==> config.mk <==
export PLATFORM = sky130hd
export DESIGN_NAME = dfe_out_buffer
export DESIGN_NICKNAME = d
export VERILOG_FILES = /design/src/rtl/dfe_out_buffer.sv
export SDC_FILE = /design/constraint.sdc
export NUM_CORES = 1
export LEC_CHECK = 0
export CAP_MARGIN = 20
export CELL_PAD_IN_SITES_DETAIL_PLACEMENT = 0
export CELL_PAD_IN_SITES_GLOBAL_PLACEMENT = 2
export CORE_UTILIZATION = 33
export DETAILED_ROUTE_END_ITERATION = 12
export GPL_ROUTABILITY_DRIVEN = 0
export PLACE_DENSITY = 0.69
export RECOVER_POWER = 50
export SLEW_MARGIN = 15
export SYNTH_ARGS = -nofsm -noshare
export SYNTH_HDL_FRONTEND = slang
export SYNTH_SLANG_ARGS = --single-unit
==> constraint.sdc <==
create_clock -name clk -period 4.2 [get_ports clk]
set_input_delay 0.84 -clock clk [delete_from_list [all_inputs] [get_ports clk]]
set_output_delay 0.84 -clock clk [all_outputs]
set_load 0.005 [all_outputs]
==> src/rtl/dfe_out_buffer.sv <==
// Output FIFO behind the DFE core: show-ahead sample buffer with fill status
// and sticky flags for lost samples and saturated samples.
module dfe_out_buffer #(
    parameter int DATA_WIDTH = 16,
    parameter int DEPTH      = 16,
    parameter int AFULL_TH   = 12
) (
    input  logic                         clk,
    input  logic                         rst_n,
    input  logic                         valid_in,
    input  logic signed [DATA_WIDTH-1:0] data_in,
    input  logic                         ovf_in,
    input  logic                         unf_in,
    input  logic                         flush,
    input  logic                         clr_status,
    input  logic                         rd_ready,
    output logic                         rd_valid,
    output logic signed [DATA_WIDTH-1:0] rd_data,
    output logic [$clog2(DEPTH):0]       count,
    output logic                         full,
    output logic                         empty,
    output logic                         afull,
    output logic                         drop_err,
    output logic                         sat_err
);

    localparam int AW = $clog2(DEPTH);
    localparam int PW = AW + 1;
    localparam logic [AW:0] AFULL_LVL = PW'(AFULL_TH);

    logic [DATA_WIDTH-1:0] mem [DEPTH];
    logic [AW:0]           wr_ptr;
    logic [AW:0]           rd_ptr;
    logic                  wr_en;
    logic                  rd_en;
    logic                  drop_set;
    logic                  sat_set;

    // Pointers carry an extra wrap bit so full and empty are distinguishable
    // when the index bits coincide.
    assign empty    = (wr_ptr == rd_ptr);
    assign full     = (wr_ptr[AW-1:0] == rd_ptr[AW-1:0]) && (wr_ptr[AW] != rd_ptr[AW]);
    assign afull    = (count >= AFULL_LVL);
    assign rd_valid = !empty;
    assign rd_data  = mem[rd_ptr[AW-1:0]];

    // Full is taken from registered state, so a same-cycle read never makes
    // room for a write.
    assign wr_en    = valid_in && !full && !flush;
    assign rd_en    = rd_valid && rd_ready && !flush;
    assign drop_set = valid_in && (full || flush);
    assign sat_set  = valid_in && (ovf_in || unf_in);

    always_ff @(posedge clk) begin
        if (wr_en) begin
            mem[wr_ptr[AW-1:0]] <= data_in;
        end
    end

    always_ff @(posedge clk or negedge rst_n) begin
        if (!rst_n) begin
            wr_ptr <= '0;
            rd_ptr <= '0;
            count  <= '0;
        end else if (flush) begin
            wr_ptr <= '0;
            rd_ptr <= '0;
            count  <= '0;
        end else begin
            if (wr_en) begin
                wr_ptr <= wr_ptr + 1'b1;
            end
            if (rd_en) begin
                rd_ptr <= rd_ptr + 1'b1;
            end
            case ({wr_en, rd_en})
                2'b10:   count <= count + 1'b1;
                2'b01:   count <= count - 1'b1;
                default: count <= count;
            endcase
        end
    end

    // A set event in the same cycle as clr_status wins over the clear.
    always_ff @(posedge clk or negedge rst_n) begin
        if (!rst_n) begin
            drop_err <= 1'b0;
            sat_err  <= 1'b0;
        end else begin
            drop_err <= drop_set || (drop_err && !clr_status);
            sat_err  <= sat_set || (sat_err && !clr_status);
        end
    end

endmodule

==> out/qor.yml, run 1 <==
clock_latency_ns: 0.55
clock_power_share: 0.389
cpMaxStageDelayCell: "dfrtp_4"
rows: 66
tightest_slew_ns: 0.821
area_growth_pct: 20.8
hold_buffers: 0
crit_path_frequent_cell: "mux4_2"
end_kind: "output port"
vias: 5209
postSynthCellCount: 504
final-setup-viol-count: 0
grt_use_total: 0.145
synthesis.nets: 537
root_buffer: "clkbuf_16"
wl_per_cell_um: 22.1
crit_required_ns: 3.36
viasPerCell: 4.94
slowest_delay_ns: 0.69
max_slew_margin: 0.451
async_flop_share: 0.0623
clockBufferDepth: 3
drtAntennaViolNets: 0
p_sw_mw: 1.45
cts-htree-levels: 1
ys_warn_count: 0
io_pins: 51
peakVddDrop_uv: 302
start_util: 0.335
cts.sink_count: 273
netlist.area_leader.share: 0.706
seq_area_mm2: 0.00812
p_int_mw: 4.96
grt-ovfl-total: 0
synth_area_mm2: 0.0109
start_kind: "flop"
p_leak_nw: 4.13
synth.distinct_cells: 44
ys_seq_area_frac: 0.745
crit_arrival_ns: 3.07
ys_ff_latch: 273
syn_area_per_cell_um2: 21.6
hp-class: "flop to flop"
nNetsFinal: 622
portBuffers: 50
finish.utilization: 0.405
synth_area_leaders: "edfxtp_1, mux4_2, dfrtp_1"
hold_viol: 0
ys.flop_type: "edfxtp_1"
cts_buffers: 29
skew_ns: 0.0136
cts_resized: 0
synth_top_cell_by_area: "edfxtp_1"
power_frac_seq: 0.479
die-area_mm2: 0.0337
finalSetupTns_ns: 0
grt_max_degree: 44
crit_type: "flop to output port"
die_h_um: 184
drive_gt1_frac: 0.286
fmax_mhz: 256
multi_input_area_mm2: 0.00262
place_hpwl_um: 13900
clkTransAtPathRegs_ns: 0.06
cp_num_buf_inv: 2
critPathMaxFanout: 18
swShare: 0.226
dr.pass1.iters: 7
antenna_found_initial: 2
grt_pass1_wl_um: 35800
fillers: 2817
wirelength_um: 23300
maxCapViolations: 0
synth_enable_flop_cells: 256
first_iter_violations: 326
outcome: "complete, no violations"
p_per_area_mw_per_mm2: 487
postCtsSetupRepairBufs: 1
path_cells: "buf_4 -> mux4_2 -> mux4_2 -> clkdlybuf4s50_1"
rsz0062_at_grt: "false"
period_needed_ns: 3.91
coreArea_mm2: 0.0325
final.period_utilization: 0.930
critical_path.top_delay_family: "multiplexers"
drc: 0
fp.dieW_um: 184
comb_power_share: 0.132
slew_violations: 0
grt_pass1_vias: 5550
cts_tree: "done"
cell usage after synthesis (3+ instances only):
master,count
ha_1,8
dfrtp_1,17
xor2_1,3
o21ai_0,9
inv_1,11
nand2_1,11
buf_2,7
nor3_1,5
clkbuf_1,8
nand4_1,3
nand3_1,4
xnor2_1,11
buf_1,4
a21oi_1,8
buf_6,5
edfxtp_1,256
mux2i_1,3
mux4_2,80
nor2_1,23
per-layer routing:
metal  routed length [µm]  vias to the layer above  track usage
li1                     -                     2263            -
met1                 9600                     2752        0.195
met2                11800                      152        0.243
met3                 1210                       42       0.0210
met4                  650                        0       0.0453
met5                    0                        -            0
per-stage QoR:
step / worst slack [ns] / std cells / power [mW] / cell area (µm²) / hold slack [ns]
4_1_cts: 0.215 / 1053 / 6.49 / 13200 / 0.533
6_report: 0.292 / 1055 / 6.40 / 13100 / 0.526
3_5_place_dp: 0.580 / 999 / 3.98 / 12200 / 0.529
3_3_place_gp: 0.591 / 999 / 3.97 / 12200 / 0.514
2_1_floorplan: 1.09 / 504 / 3.68 / 10900 / 0.517
5_1_grt: 0.133 / 1054 / 6.65 / 13100 / 0.546
power by group through the flow:
stage	Clock, mW	Sequential, mW	Combinational (mW)
after floorplan	0	3.09	0.594
after global placement	0	3.15	0.820
after detailed placement	0	3.15	0.831
after CTS	2.54	3.07	0.878
after global routing	2.64	3.08	0.928
final	2.49	3.07	0.847
tightest hold or removal path, delay by kind of cell (launching register included):
kind                   cells  cell delay, ns
AOI/OAI and AO/OA          1            0.06
buffers and inverters      1            0.05
DFF                        1            0.38
worst paths after layout:
check / startpoint / endpoint / slack [ns] / depth (start not counted)
max in group asynchronous: rst_n / rd_ptr[0] / 2.77 / 1
setup reg to reg: rd_ptr[0] / count[4] / 0.51 / 12
setup / recovery: rd_ptr[0] / rd_data[15] / 0.29 / 4
hold reg to reg: sat_err / sat_err / 0.53 / 2
hold / removal: sat_err / sat_err / 0.53 / 2
min in group asynchronous: rst_n / count[4] / 0.84 / 1
state kept, by name, indices dropped and copies added, names as in the netlist:
signal	count
drop_err	1
mem	256
count	5
sat_err	1
rd_ptr	5
wr_ptr	5
placed cells by master (no fill, tap or decap), types with 2 or more instances in the layout:
master	n
o211ai_1	2
nor2_1	11
o21ai_0	9
buf_4	17
buf_12	12
ha_1	8
a21oi_1	8
clkbuf_1	7
clkinv_1	6
nor3_2	4
nor2_2	12
bufinv_16	3
diode_2	2
nand3_1	4
clkbuf_16	29
xor2_1	3
nand4_1	4
mux4_2	80
clkdlybuf4s50_1	28
dfrtp_1	15
mux2i_1	3
nand2_1	11
xnor2_1	11
clkinv_2	5
dlygate4sd3_1	22
inv_1	11
edfxtp_1	256
nand2b_1	2
kinds of logic (layout without fill, tap and decap cells):
family,Yosys count,count (layout),synth area share
other cells,0,2,0
xor+xnor,16,16,0.0143
compound gates,31,31,0.0190
fa+ha+maj,9,9,0.0110
mux,83,83,0.168
buf+inv,38,145,0.0180
simple gates,54,54,0.0240
flops,273,273,0.745
area by class of cell:
cell class	count	share of cell area
Multi-Input combinational cell	193	0.199
Clock inverter	18	0.0141
Antenna cell	2	0.000381
Sequential cell	273	0.618
Tap cell	442	0.0421
Clock buffer	35	0.0569
Inverter	12	0.00343
Timing Repair Buffer	80	0.0663
Power figures use the tool's default switching activity.
==> run 2: changes to the inputs <==
==> constraint.sdc (replaced) <==
create_clock -name clk -period 4.1 [get_ports clk]
set_input_delay 0.82 -clock clk [delete_from_list [all_inputs] [get_ports clk]]
set_output_delay 0.82 -clock clk [all_outputs]
set_load 0.005 [all_outputs]
==> run 2 against run 1 <==
Critical path depth unchanged. Critical endpoint is now rd_data[2]. Non-clock buffer count grew 2. Register-to-register slack improved by 0.10 ns. Worst hold slack gained 0.0089 ns. Die area unchanged. Routed wire length down 0.65%. Largest power group unchanged. Via count shrank 0.84%.
==> out/qor.yml, run 2 (same netlist as run 1, synthesis figures left out) <==
postCtsSetupRepairBufs: 0
rsz0062_at_grt: "false"
start_kind: "flop"
period_needed_ns: 3.90
largest_reg_flops: 256
clkTransAtPathRegs_ns: 0.06
comb_power_share: 0.133
wirelength_um: 23100
drtAntennaViolNets: 0
final.period_utilization: 0.952
min_from: "sat_err"
crit_type: "flop to output port"
finalSetupTns_ns: 0
cts_buffers: 28
crit_arrival_ns: 3.08
total_power_mw: 6.47
startpoint: "rd_ptr[0]"
root_buffer: "clkbuf_16"
clock_latency_ns: 0.53
clockBufferDepth: 3
wl_per_cell_um: 22.0
max_slew_margin: 0.453
die_h_um: 184
finish.utilization: 0.402
skew_ns: 0.0139
final_common_cell: "edfxtp_1"
hp-class: "flop to flop"
cts_resized: 0
io_pins: 51
clock_power_share: 0.382
power_frac_seq: 0.485
place_hpwl_um: 14100
r2r_start: "rd_ptr[0]"
hold_buffers: 0
cts_tree: "done"
slew_violations: 0
rows: 66
nNetsFinal: 623
first_iter_violations: 401
antenna_found_initial: 0
maxCapViolations: 0
fp.dieW_um: 184
final-setup-viol-count: 0
grt_pass1_wl_um: 35500
portBuffers: 50
fmax_mhz: 256
grt_pass1_vias: 5594
layout_common_cells: "edfxtp_1, mux4_2, clkdlybuf4s50_1, clkbuf_16, buf_4"
n_antenna_cell: 0
final_cells: 1050
tightest_slew_ns: 0.818
p_sw_mw: 1.44
p_per_area_mw_per_mm2: 496
viasPerCell: 4.92
critPathMaxFanout: 27
grt_use_total: 0.143
p_leak_nw: 4.11
area_growth_pct: 19.9
die-area_mm2: 0.0337
swShare: 0.222
hold_viol: 0
cts.sink_count: 273
peakVddDrop_uv: 280
outcome: "complete, no violations"
dp_cells: 1002
drc: 0
hold_ws_ns: 0.535
crit_required_ns: 3.28
end_kind: "output port"
dr.pass1.iters: 4
grt-ovfl-total: 0
vias: 5165
coreArea_mm2: 0.0325
start_util: 0.335
cts-htree-levels: 1
fillers: 2861
grt_max_degree: 59
multi_input_area_mm2: 0.00262
seq_area_mm2: 0.00812
p_int_mw: 5.04
drive_gt1_frac: 0.289
run 2: layout make-up:
class                      instances  area share
clock inverter                    18      0.0122
multi-input combinational        193       0.200
tap                              442      0.0424
sequential                       273       0.622
clock buffer                      30      0.0559
timing repair buffer              82      0.0635
inverter                          12     0.00345
run 2: power groups by stage:
stage	clock network [mW]	logic, mW	registers, mW
2_1_floorplan	0	0.609	3.16
3_3_place_gp	0	0.876	3.20
3_5_place_dp	0	0.888	3.20
4_1_cts	2.52	0.891	3.14
5_1_grt	2.63	0.940	3.15
6_report	2.47	0.862	3.14
run 2: worst paths after layout:
check	slack [ns]	depth (start not counted)	endpoint
worst max register to register	0.61	11	count[4]
worst min-delay path	0.53	2	sat_err
max in group asynchronous	2.68	1	rd_ptr[0]
worst max-delay path	0.20	4	rd_data[2]
min in group asynchronous	0.82	1	count[2]
worst min register to register	0.53	2	sat_err
run 2: through the flow:
stage               cell area (µm²)  setup slack [ns]
finish                        13000             0.197
global route                  13000            0.0551
CTS                           13100             0.136
detailed placement            12200             0.576
global placement              12200             0.604
floorplan                     10900              1.01
run 2: layer usage:
layer  track usage  vias up  routed length (µm)
met2         0.254       97               12100
met3        0.0234       35                 836
met4        0.0350        0                 465
met5             0        -                   0
li1              -     2260                   -
met1         0.182     2773                9740
run 2: critical path, stage by stage (launching register included):
cell	delay [ns]
dfrtp_4	0.64
buf_12	0.30
mux4_2	0.56
mux4_2	0.54
clkdlybuf4s50_1	0.48
